==> src/rtl/gpr_pkg.sv <==
// Shared definitions for the general-purpose register file and its scoreboard.
// Holds default geometry and the pending-vector next-state rule.
// The rule is width-agnostic: callers zero-extend into the widest supported vector.
package gpr_pkg;

  localparam int DATA_W_DEF = 16;
  localparam int ADDR_W_DEF = 4;

  // Widest register file the shared pending rule can describe (256 entries).
  localparam int MAX_ADDR_W = 8;
  localparam int MAX_DEPTH  = 1 << MAX_ADDR_W;

  typedef logic [MAX_DEPTH-1:0]  pend_vec_t;
  typedef logic [MAX_ADDR_W-1:0] pend_addr_t;

  // Next pending vector: a write retires the producer, a reserve installs a new one.
  // The reserve is applied last so a same-cycle reserve+write leaves the bit set.
  function automatic pend_vec_t pend_next(
    input pend_vec_t  pend,
    input logic       wr_en,
    input pend_addr_t wr_a,
    input logic       rsv_en,
    input pend_addr_t rsv_a
  );
    pend_vec_t nxt;
    nxt = pend;
    if (wr_en) begin
      nxt[wr_a] = 1'b0;
    end
    if (rsv_en) begin
      nxt[rsv_a] = 1'b1;
    end
    return nxt;
  endfunction

endpackage

==> src/rtl/gpr_scoreboard.sv <==
// Per-register pending bits plus a running count of outstanding producers.
// Latency: pending vector and count update on the clock edge after a strobe.
// Backpressure: none; reserve and write strobes are accepted every cycle.
module gpr_scoreboard
  import gpr_pkg::*;
#(
  parameter int ADDR_W = ADDR_W_DEF
) (
  input  logic                   clk,
  input  logic                   rst_n,
  input  logic                   wr_en,
  input  logic [ADDR_W-1:0]      wr_addr,
  input  logic                   rsv_en,
  input  logic [ADDR_W-1:0]      rsv_addr,
  output logic [(1<<ADDR_W)-1:0] pend,
  output logic [ADDR_W:0]        pending_cnt
);

  localparam int DEPTH = 1 << ADDR_W;

  logic [DEPTH-1:0] pend_nxt;

  // Evaluate the shared rule on a widened copy and keep only the live entries.
  always_comb begin
    pend_nxt = DEPTH'(pend_next(pend_vec_t'(pend), wr_en, pend_addr_t'(wr_addr),
                                rsv_en, pend_addr_t'(rsv_addr)));
  end

  // Pending bits and their popcount; the count is derived from the next vector so it
  // can never drift from the bits and moves by at most one per cycle.
  always_ff @(posedge clk or negedge rst_n) begin
    if (!rst_n) begin
      pend        <= '0;
      pending_cnt <= '0;
    end else begin
      pend        <= pend_nxt;
      pending_cnt <= (ADDR_W+1)'($countones(pend_nxt));
    end
  end

endmodule

==> src/rtl/gpr_file_sb.sv <==
// Register file, one write and two read ports, with write bypass and a pending scoreboard.
// Latency: reads combinational (REG_READ=0) or one registered cycle (REG_READ=1).
// Backpressure: none; hazards are reported through the pending outputs for the caller to stall on.
module gpr_file_sb
  import gpr_pkg::*;
#(
  parameter int DATA_W   = DATA_W_DEF,
  parameter int ADDR_W   = ADDR_W_DEF,
  parameter int ZERO_REG = 1,
  parameter int REG_READ = 0
) (
  input  logic              clk,
  input  logic              rst_n,
  input  logic              reg_write_en,
  input  logic [ADDR_W-1:0] reg_write_dest,
  input  logic [DATA_W-1:0] reg_write_data,
  input  logic              rsv_en,
  input  logic [ADDR_W-1:0] rsv_addr,
  input  logic [ADDR_W-1:0] reg_read_addr_1,
  input  logic [ADDR_W-1:0] reg_read_addr_2,
  output logic [DATA_W-1:0] reg_read_data_1,
  output logic [DATA_W-1:0] reg_read_data_2,
  output logic              reg_pend_1,
  output logic              reg_pend_2,
  output logic [ADDR_W:0]   pending_cnt
);

  localparam int DEPTH = 1 << ADDR_W;

  logic [DATA_W-1:0] mem [DEPTH];
  logic [DEPTH-1:0]  pend;
  logic              wr_ok;
  logic              rsv_ok;

  logic [ADDR_W-1:0] rd_addr   [2];
  logic [DATA_W-1:0] rd_dat_c  [2];
  logic              rd_pend_c [2];

  assign rd_addr[0] = reg_read_addr_1;
  assign rd_addr[1] = reg_read_addr_2;

  // Strobes aimed at a hardwired zero register are dropped here, so neither the array,
  // the scoreboard nor the bypass ever sees them.
  always_comb begin
    wr_ok  = reg_write_en && !((ZERO_REG != 0) && (reg_write_dest == '0));
    rsv_ok = rsv_en       && !((ZERO_REG != 0) && (rsv_addr == '0));
  end

  // Data array; a write lands at the edge ending the cycle it was presented in.
  always_ff @(posedge clk or negedge rst_n) begin
    if (!rst_n) begin
      for (int i = 0; i < DEPTH; i++) begin
        mem[i] <= '0;
      end
    end else if (wr_ok) begin
      mem[reg_write_dest] <= reg_write_data;
    end
  end

  gpr_scoreboard #(
    .ADDR_W(ADDR_W)
  ) u_scoreboard (
    .clk        (clk),
    .rst_n      (rst_n),
    .wr_en      (wr_ok),
    .wr_addr    (reg_write_dest),
    .rsv_en     (rsv_ok),
    .rsv_addr   (rsv_addr),
    .pend       (pend),
    .pending_cnt(pending_cnt)
  );

  // Per-port read: array value, overridden by an in-flight write, then zero-register masking.
  // A bypassed read is only pending if the same address is being re-reserved right now.
  always_comb begin
    for (int p = 0; p < 2; p++) begin
      rd_dat_c[p]  = mem[rd_addr[p]];
      rd_pend_c[p] = pend[rd_addr[p]];
      if (wr_ok && (rd_addr[p] == reg_write_dest)) begin
        rd_dat_c[p]  = reg_write_data;
        rd_pend_c[p] = rsv_ok && (rsv_addr == reg_write_dest);
      end
      if ((ZERO_REG != 0) && (rd_addr[p] == '0)) begin
        rd_dat_c[p]  = '0;
        rd_pend_c[p] = 1'b0;
      end
    end
  end

  generate
    if (REG_READ != 0) begin : g_reg_read
      logic [DATA_W-1:0] dat1_q;
      logic [DATA_W-1:0] dat2_q;
      logic              pend1_q;
      logic              pend2_q;

      // Capture the post-bypass read of this cycle for presentation next cycle.
      always_ff @(posedge clk or negedge rst_n) begin
        if (!rst_n) begin
          dat1_q  <= '0;
          dat2_q  <= '0;
          pend1_q <= 1'b0;
          pend2_q <= 1'b0;
        end else begin
          dat1_q  <= rd_dat_c[0];
          dat2_q  <= rd_dat_c[1];
          pend1_q <= rd_pend_c[0];
          pend2_q <= rd_pend_c[1];
        end
      end

      assign reg_read_data_1 = dat1_q;
      assign reg_read_data_2 = dat2_q;
      assign reg_pend_1      = pend1_q;
      assign reg_pend_2      = pend2_q;
    end else begin : g_comb_read
      assign reg_read_data_1 = rd_dat_c[0];
      assign reg_read_data_2 = rd_dat_c[1];
      assign reg_pend_1      = rd_pend_c[0];
      assign reg_pend_2      = rd_pend_c[1];
    end
  endgenerate

endmodule

==> config.mk <==
export PLATFORM = sky130hd
export DESIGN_NAME = gpr_file_sb
export DESIGN_NICKNAME = d
export VERILOG_FILES = /design/src/rtl/gpr_pkg.sv /design/src/rtl/gpr_scoreboard.sv /design/src/rtl/gpr_file_sb.sv
export SDC_FILE = /design/constraint.sdc
export NUM_CORES = 1
export LEC_CHECK = 0
export CAP_MARGIN = 40
export CELL_PAD_IN_SITES_DETAIL_PLACEMENT = 1
export CELL_PAD_IN_SITES_GLOBAL_PLACEMENT = 1
export CORE_ASPECT_RATIO = 1.25
export CORE_MARGIN = 1
export CORE_UTILIZATION = 51
export CTS_CLUSTER_SIZE = 30
export DETAILED_ROUTE_END_ITERATION = 6
export PLACE_DENSITY_LB_ADDON = 0.05
export SETUP_SLACK_MARGIN = 0.1
export SLEW_MARGIN = 30
export SYNTH_ARGS = -nofsm -noshare
export SYNTH_HDL_FRONTEND = slang
export SYNTH_HIERARCHICAL = 1
export SYNTH_SLANG_ARGS = --single-unit
==> constraint.sdc <==
create_clock -name clk -period 5.75 [get_ports clk]
set_input_delay 0.8625 -clock clk [delete_from_list [all_inputs] [get_ports clk]]
set_output_delay 0.8625 -clock clk [all_outputs]
set_load 0.05 [all_outputs]
After elaboration in Yosys (flattened, before gate mapping)
Index checks and enable logic that the tools add are counted.

Register bits after elaboration: 277. Bits of input ports: 36. Output and inout port bits: 39. Word-level logic and storage cells: 93.

Add/subtract/negate cells: 15. Magnitude comparators: 10. Equal/unequal tests: 3. Mux-type cells: 27. Bitwise operators: 6. Reductions and logical operators: 14.

Operator list (count): $bwmux W256 (1); $mux W16 (11); $bmux W16 S4 (2); $demux W16 S4 (1); $add A5 B5 Y5 (7); $lt A4 B9 Y1 const B (2); $add A1 B1 Y2 (8); $and A16 B16 Y16 (1); $logic_not A4 Y1 (4); $not A16 Y16 (1); $or A16 B16 Y16 (1); $ge A5 B5 Y1 const B (3); $not A4 Y5 (3); $eq A4 B4 Y1 (3); $lt A4 B5 Y1 const B (2); $bmux W1 S4 (2); $demux W1 S4 (2); $ge A4 B1 Y1 const B (2); $logic_and A1 B1 Y1 (8); $mux W1 (8); $lt A5 B1 Y1 const B (1); $logic_not A1 Y1 (2).

Depth between registers and ports, before layout
Depth after elaboration: 13. Mapped depth: 22. Mapped depth without buffers: 20.

Modules after synthesis
Netlist, hierarchy kept.

Modules (own cells, without submodules): gpr_file_sb (instances 1, cells each 1087, area an instance 14579.0 um^2, sequential area each 6406.1 um^2); gpr_scoreboard (instances 1, cells each 121, area an instance 1298.7 um^2, sequential area each 525.5 um^2).

Least setup slack after synthesis
Ideal clock, no wire load.

Path type: in2reg. Start: in reg_write_dest[3]. End: reg u_scoreboard.pending_cnt[4]. Library setup time: 122 ps. Arrival: 6091 ps. Required time: 5628 ps. Path slack: -463 ps. Stages: 22. Path buffers: 2. Cell sequence: buf_6 > o41ai_4 > clkbuf_1 > inv_1 > or3b_1 > o31ai_1 > and2_1 > fa_1 > inv_1 > ha_1 > inv_1 > fa_1 > fa_1 > inv_1 > fa_1 > fa_1 > fa_1 > inv_1 > fa_1 > nor2b_1 > o21ai_0 > nand2b_1.

Elaborated cells on any way between the ends: 28. Classes of those cells: add/sub (15); order compare (2); mux (4); bitwise (3); reduce/logical (4).

RTL lines: start, declared (line gpr_file_sb.sv:15) `input logic [ADDR_W-1:0] reg_write_dest,`; $logic_not A4 Y1 * (line gpr_file_sb.sv:45) `wr_ok = reg_write_en && !((ZERO_REG != 0) && (reg_write_dest == '0));`; $logic_not A1 Y1 * (line gpr_file_sb.sv:45); $logic_and A1 B1 Y1 * (line gpr_file_sb.sv:45); net wr_ok (line gpr_file_sb.sv:32) `logic wr_ok;`; $mux W16 * (line gpr_pkg.sv:27) `if (wr_en) begin`; $or A16 B16 Y16 (no source line); $mux W16 * (line gpr_pkg.sv:30) `if (rsv_en) begin`; $add A1 B1 Y2 (not written as such) (line gpr_scoreboard.sv:37) `pending_cnt <= (ADDR_W+1)'($countones(pend_nxt));`; $add A5 B5 Y5 (not written as such) (2 in series) (line gpr_scoreboard.sv:37); $add A5 B5 Y5 (not written as such) * (line gpr_scoreboard.sv:37); end signal, assigned (line gpr_scoreboard.sv:37); end, declared (line gpr_scoreboard.sv:16) `output logic [ADDR_W:0] pending_cnt`.

Mark *: on every way through the listed nets, which the timed path passes. The rest lies on a longest branch. A chain may end at the register's enable or synchronous reset.

Worst setup path in the final report
Start: in rsv_addr[3]. End: reg u_scoreboard.pending_cnt[1].

Elaborated cells on any way between the ends: 25. Classes of those cells: add/sub (15); order compare (2); mux (3); bitwise (1); reduce/logical (4).

RTL lines: start, declared (line gpr_file_sb.sv:18) `input logic [ADDR_W-1:0] rsv_addr,`; $logic_not A4 Y1 * (line gpr_file_sb.sv:46) `rsv_ok = rsv_en && !((ZERO_REG != 0) && (rsv_addr == '0));`; $logic_not A1 Y1 * (line gpr_file_sb.sv:46); $logic_and A1 B1 Y1 * (line gpr_file_sb.sv:46); net rsv_ok (line gpr_file_sb.sv:33) `logic rsv_ok;`; $mux W16 * (line gpr_pkg.sv:30); $add A1 B1 Y2 (not written as such) (line gpr_scoreboard.sv:37); $add A5 B5 Y5 (not written as such) (2 in series) (line gpr_scoreboard.sv:37); $add A5 B5 Y5 (not written as such) * (line gpr_scoreboard.sv:37).

Marked as above.

==> key figures <==
Status
  • Status: finished clean

STA
  • Fin crit share: 94.31%
  • Highest clock rate: 184.4 MHz
  • Setup TNS: 0 ns
  • Final hold violations: 0
  • Hold WS: 0.1704 ns
  • Least-Margin Pin Slew: 0.8002 ns
  • Setup-failing EPs final: 0
  • Max-Slew Margin vs Limit: 46.33%
  • Tmin final: 5.423 ns
  • Slew Limit Fails: 0
  • RSZ-0062 raised after global routing: no
  • Worst clock skew: about 0.004 ns
  • Final worst setup slack: 0.3273 ns

Clock network
  • Root buffer cell: clkbuf_16
  • CTS tree: done
  • Latest clock arrival within the worst-skew pair: 0.57 ns
  • Setup bufs post-CTS: 0
  • Inserted Clock Buffers: 30
  • Clk pin slew, worst setup/hold paths: 0.06 ns
  • Clock Tree Buf Depth: 3
  • CTS Sinks: 277
  • H-tree levels: 1

Logic synthesis
  • Mapped Avg Cell Area: approximately 13 µm²
  • Largest family of logic cells by synthesized area: multiplexers
  • Seq/Total Area, Yosys: around 44%
  • Synth cell types: 52
  • Cell taking the most area after synthesis: dfrtp_1
  • Post-Syn Instances: 1208
  • Post-synthesis mux area share: approximately 36%
  • Post-synth EDFFs: 0
  • Synth top area share: 43.66%
  • Synth top cells by count: dfrtp_1 (277), mux2_2 (212), mux2i_1 (136)
  • FF+latch count, synth: roughly 280
  • YS warnings: 6
  • Post-synthesis simple-gate area fraction: around 4.0%
  • Adder-cell share of the synthesized area: 2.096%
  • Cell Area, Synth: 0.01588 mm²
  • Async SR Flop Fraction: between 90% and 100%
  • Ranking of synthesized cells by area: dfrtp_1 (44%), mux2_2 (15%), mux4_2 (9.6%), mux2i_1 (8.6%), mux2_4 (2.8%)
  • Post-synthesis xor/xnor area fraction: 0.7723%
  • Top-count cell post-synth: dfrtp_1
  • Top FF cell, synth: dfrtp_1
  • Compound-cell area share of the yosys netlist: 8.771%
  • Syn_nets: 1264

Placed design
  • Routability Congestion: 0.8468
  • Place WS: -0.5429 ns
  • Dpl hpwl: 32.06 mm
  • Port buffer count: 74

GRT
  • Pin count of the biggest net entering global routing: approximately 120
  • Global route overflow: 0
  • Global Route Usage Sum: approximately a third
  • Number of global-route vias before repair: around 12000
  • First-pass GRT wire length: 76.45 mm
  • Initial antenna violation count: 0

Finish
  • Area of the multi-input gates: 0.008278 mm²
  • Layout cells sized above 1: 36.64%
  • Register area: 0.006932 mm²
  • Nets: 1305
  • Diode count: 0
  • Area grow syn2layout: 13.41%
  • Filler cells: 2997

Pwr
  • Maximum vdd drop: 0.0007591 V
  • Power Dens Cells: about 410 mW/mm²
  • Leakage: 7.754 nW

Critical path
  • Worst r2r dst: u_scoreboard/pending_cnt[1]
  • CP Launch Type: input port
  • Worst EP required: 6.26 ns
  • Worst Setup End Kind: flop
  • Worst R2R Start: u_scoreboard/pend[1]
  • Critical path type: input port to flop
  • Cells on worst reg2reg path: 15
  • Worst-path fanout max: 5
  • R2R setup slack: 1.21 ns
  • Worst EP arrival: 5.94 ns
  • Worst setup path startpoint: rsv_addr[3]
  • Worst Setup EP: u_scoreboard/pending_cnt[1]

Route
  • DRT Pass-1 Iters: 4
  • Starting DRC count in detailed routing: 832
  • Wirelength per Cell: a little under 30 µm
  • Vias: 10960
  • DR vias/cell: 6.549
  • DRT antenna net count: 0
  • DRC viols: 0
  • DRT Wirelength: around 49 mm

Floorplan
  • Die Ht: 199.3 µm
  • Row count: 71
  • Core Box Area: approximately 0.03 mm²
  • Die area: 0.03185 mm²
  • Initial core utilization: a little over half
  • # IOs: 75
  • Die width: 159.8 µm

Run
  • Max-Cap Viols: 0

Worst hold path
  • Hold Path Class: input port to asynchronous set/reset pin
-- worst min-delay path by stage --
| stage | to | slack, ns | depth (start not counted) |
|---|---|---|---|
| 2_1_floorplan | mem[240] | 0.45 | 1 |
| 3_3_place_gp | mem[246] | 0.38 | 0 |
| 3_5_place_dp | mem[243] | 0.39 | 0 |
| 4_1_cts | mem[251] | 0.41 | 0 |
| 5_1_grt | mem[128] | 0.19 | 1 |
| 6_report | mem[195] | 0.17 | 1 |
-- metrics by stage --
step | cells | area, µm² | power (W) | util [%]
2_1_floorplan | 1208 | 15920 | 0.004544 | -
3_3_place_gp | 1615 | 16880 | 0.005243 | 55.57
3_5_place_dp | 1616 | 16930 | 0.005345 | 55.72
4_1_cts | 1671 | 17940 | 0.007365 | 59.04
5_1_grt | 1673 | 18010 | 0.007762 | 59.27
6_report | 1673 | 18010 | 0.007343 | 59.27
-- metal layers --
metal / track usage, % / wire, µm / vias up
met5: 0 / 0 / -
met4: 10.65 / 1361 / 0
met3: 7.804 / 3256 / 94
met2: 51.98 / 23500 / 304
met1: 42.82 / 21230 / 5877
li1: - / - / 4681
-- placed cells by master, fill, tap and decap left out, types with 10 or more instances in the layout --
cell type,instances
o21ai_0,24
o22ai_1,68
xnor2_1,10
a211oi_1,36
nand3_1,32
clkdlybuf4s50_1,53
a31oi_1,30
mux2_4,30
inv_1,13
buf_4,68
dfrtp_1,277
o31ai_1,33
nand2_1,11
clkbuf_16,30
mux4_2,68
mux2_2,212
mux2i_1,136
-- worst max-delay path: stages --
cell	delay, ns
clkdlybuf4s50_1	0.49
o41a_1	0.17
nor3b_4	0.31
nand2_1	0.14
and2_4	0.19
fa_1	0.52
inv_1	0.05
ha_1	0.28
inv_1	0.08
fa_1	0.44
fa_1	0.52
inv_1	0.05
fa_1	0.49
fa_1	0.43
fa_2	0.36
inv_2	0.06
fa_2	0.41
inv_1	0.07
-- flip-flops by register name (all words and copies together) (netlist names) --
register                  count
mem                         256
u_scoreboard/pend            16
u_scoreboard/pending_cnt      5
-- timing repair --
| action | CTS | global route |
|---|---|---|
| endpoints found under the setup margin | 2 | 4 |
| resized for setup | 1 | 9 |
| cloned | 0 | 0 |
| pin swaps | 0 | 3 |
| hold buffers | 0 | 0 |
-- area by class of cell --
cell class | count | area share [%]
well taps | 401 | 2.786
flip-flops and latches | 277 | 38.49
clock inverters | 7 | 0.5350
multi-input cells | 789 | 45.97
inverters | 15 | 0.3266
clock buffers | 48 | 5.044
repair buffers | 136 | 6.844
-- power by group --
part	internal (W)	switching (W)
Combinational	0.00129	0.00132
Clock	0.00116	0.000823
Sequential	0.00241	0.000340
Total	0.00486	0.00248
-- kinds of logic after synthesis --
group           count (synthesis)
compound gates                207
xor+xnor                       14
fa+ha+maj                      20
buf+inv                       142
flops                         277
mux                           446
simple gates                  102
(Power assumes the default switching activity.)
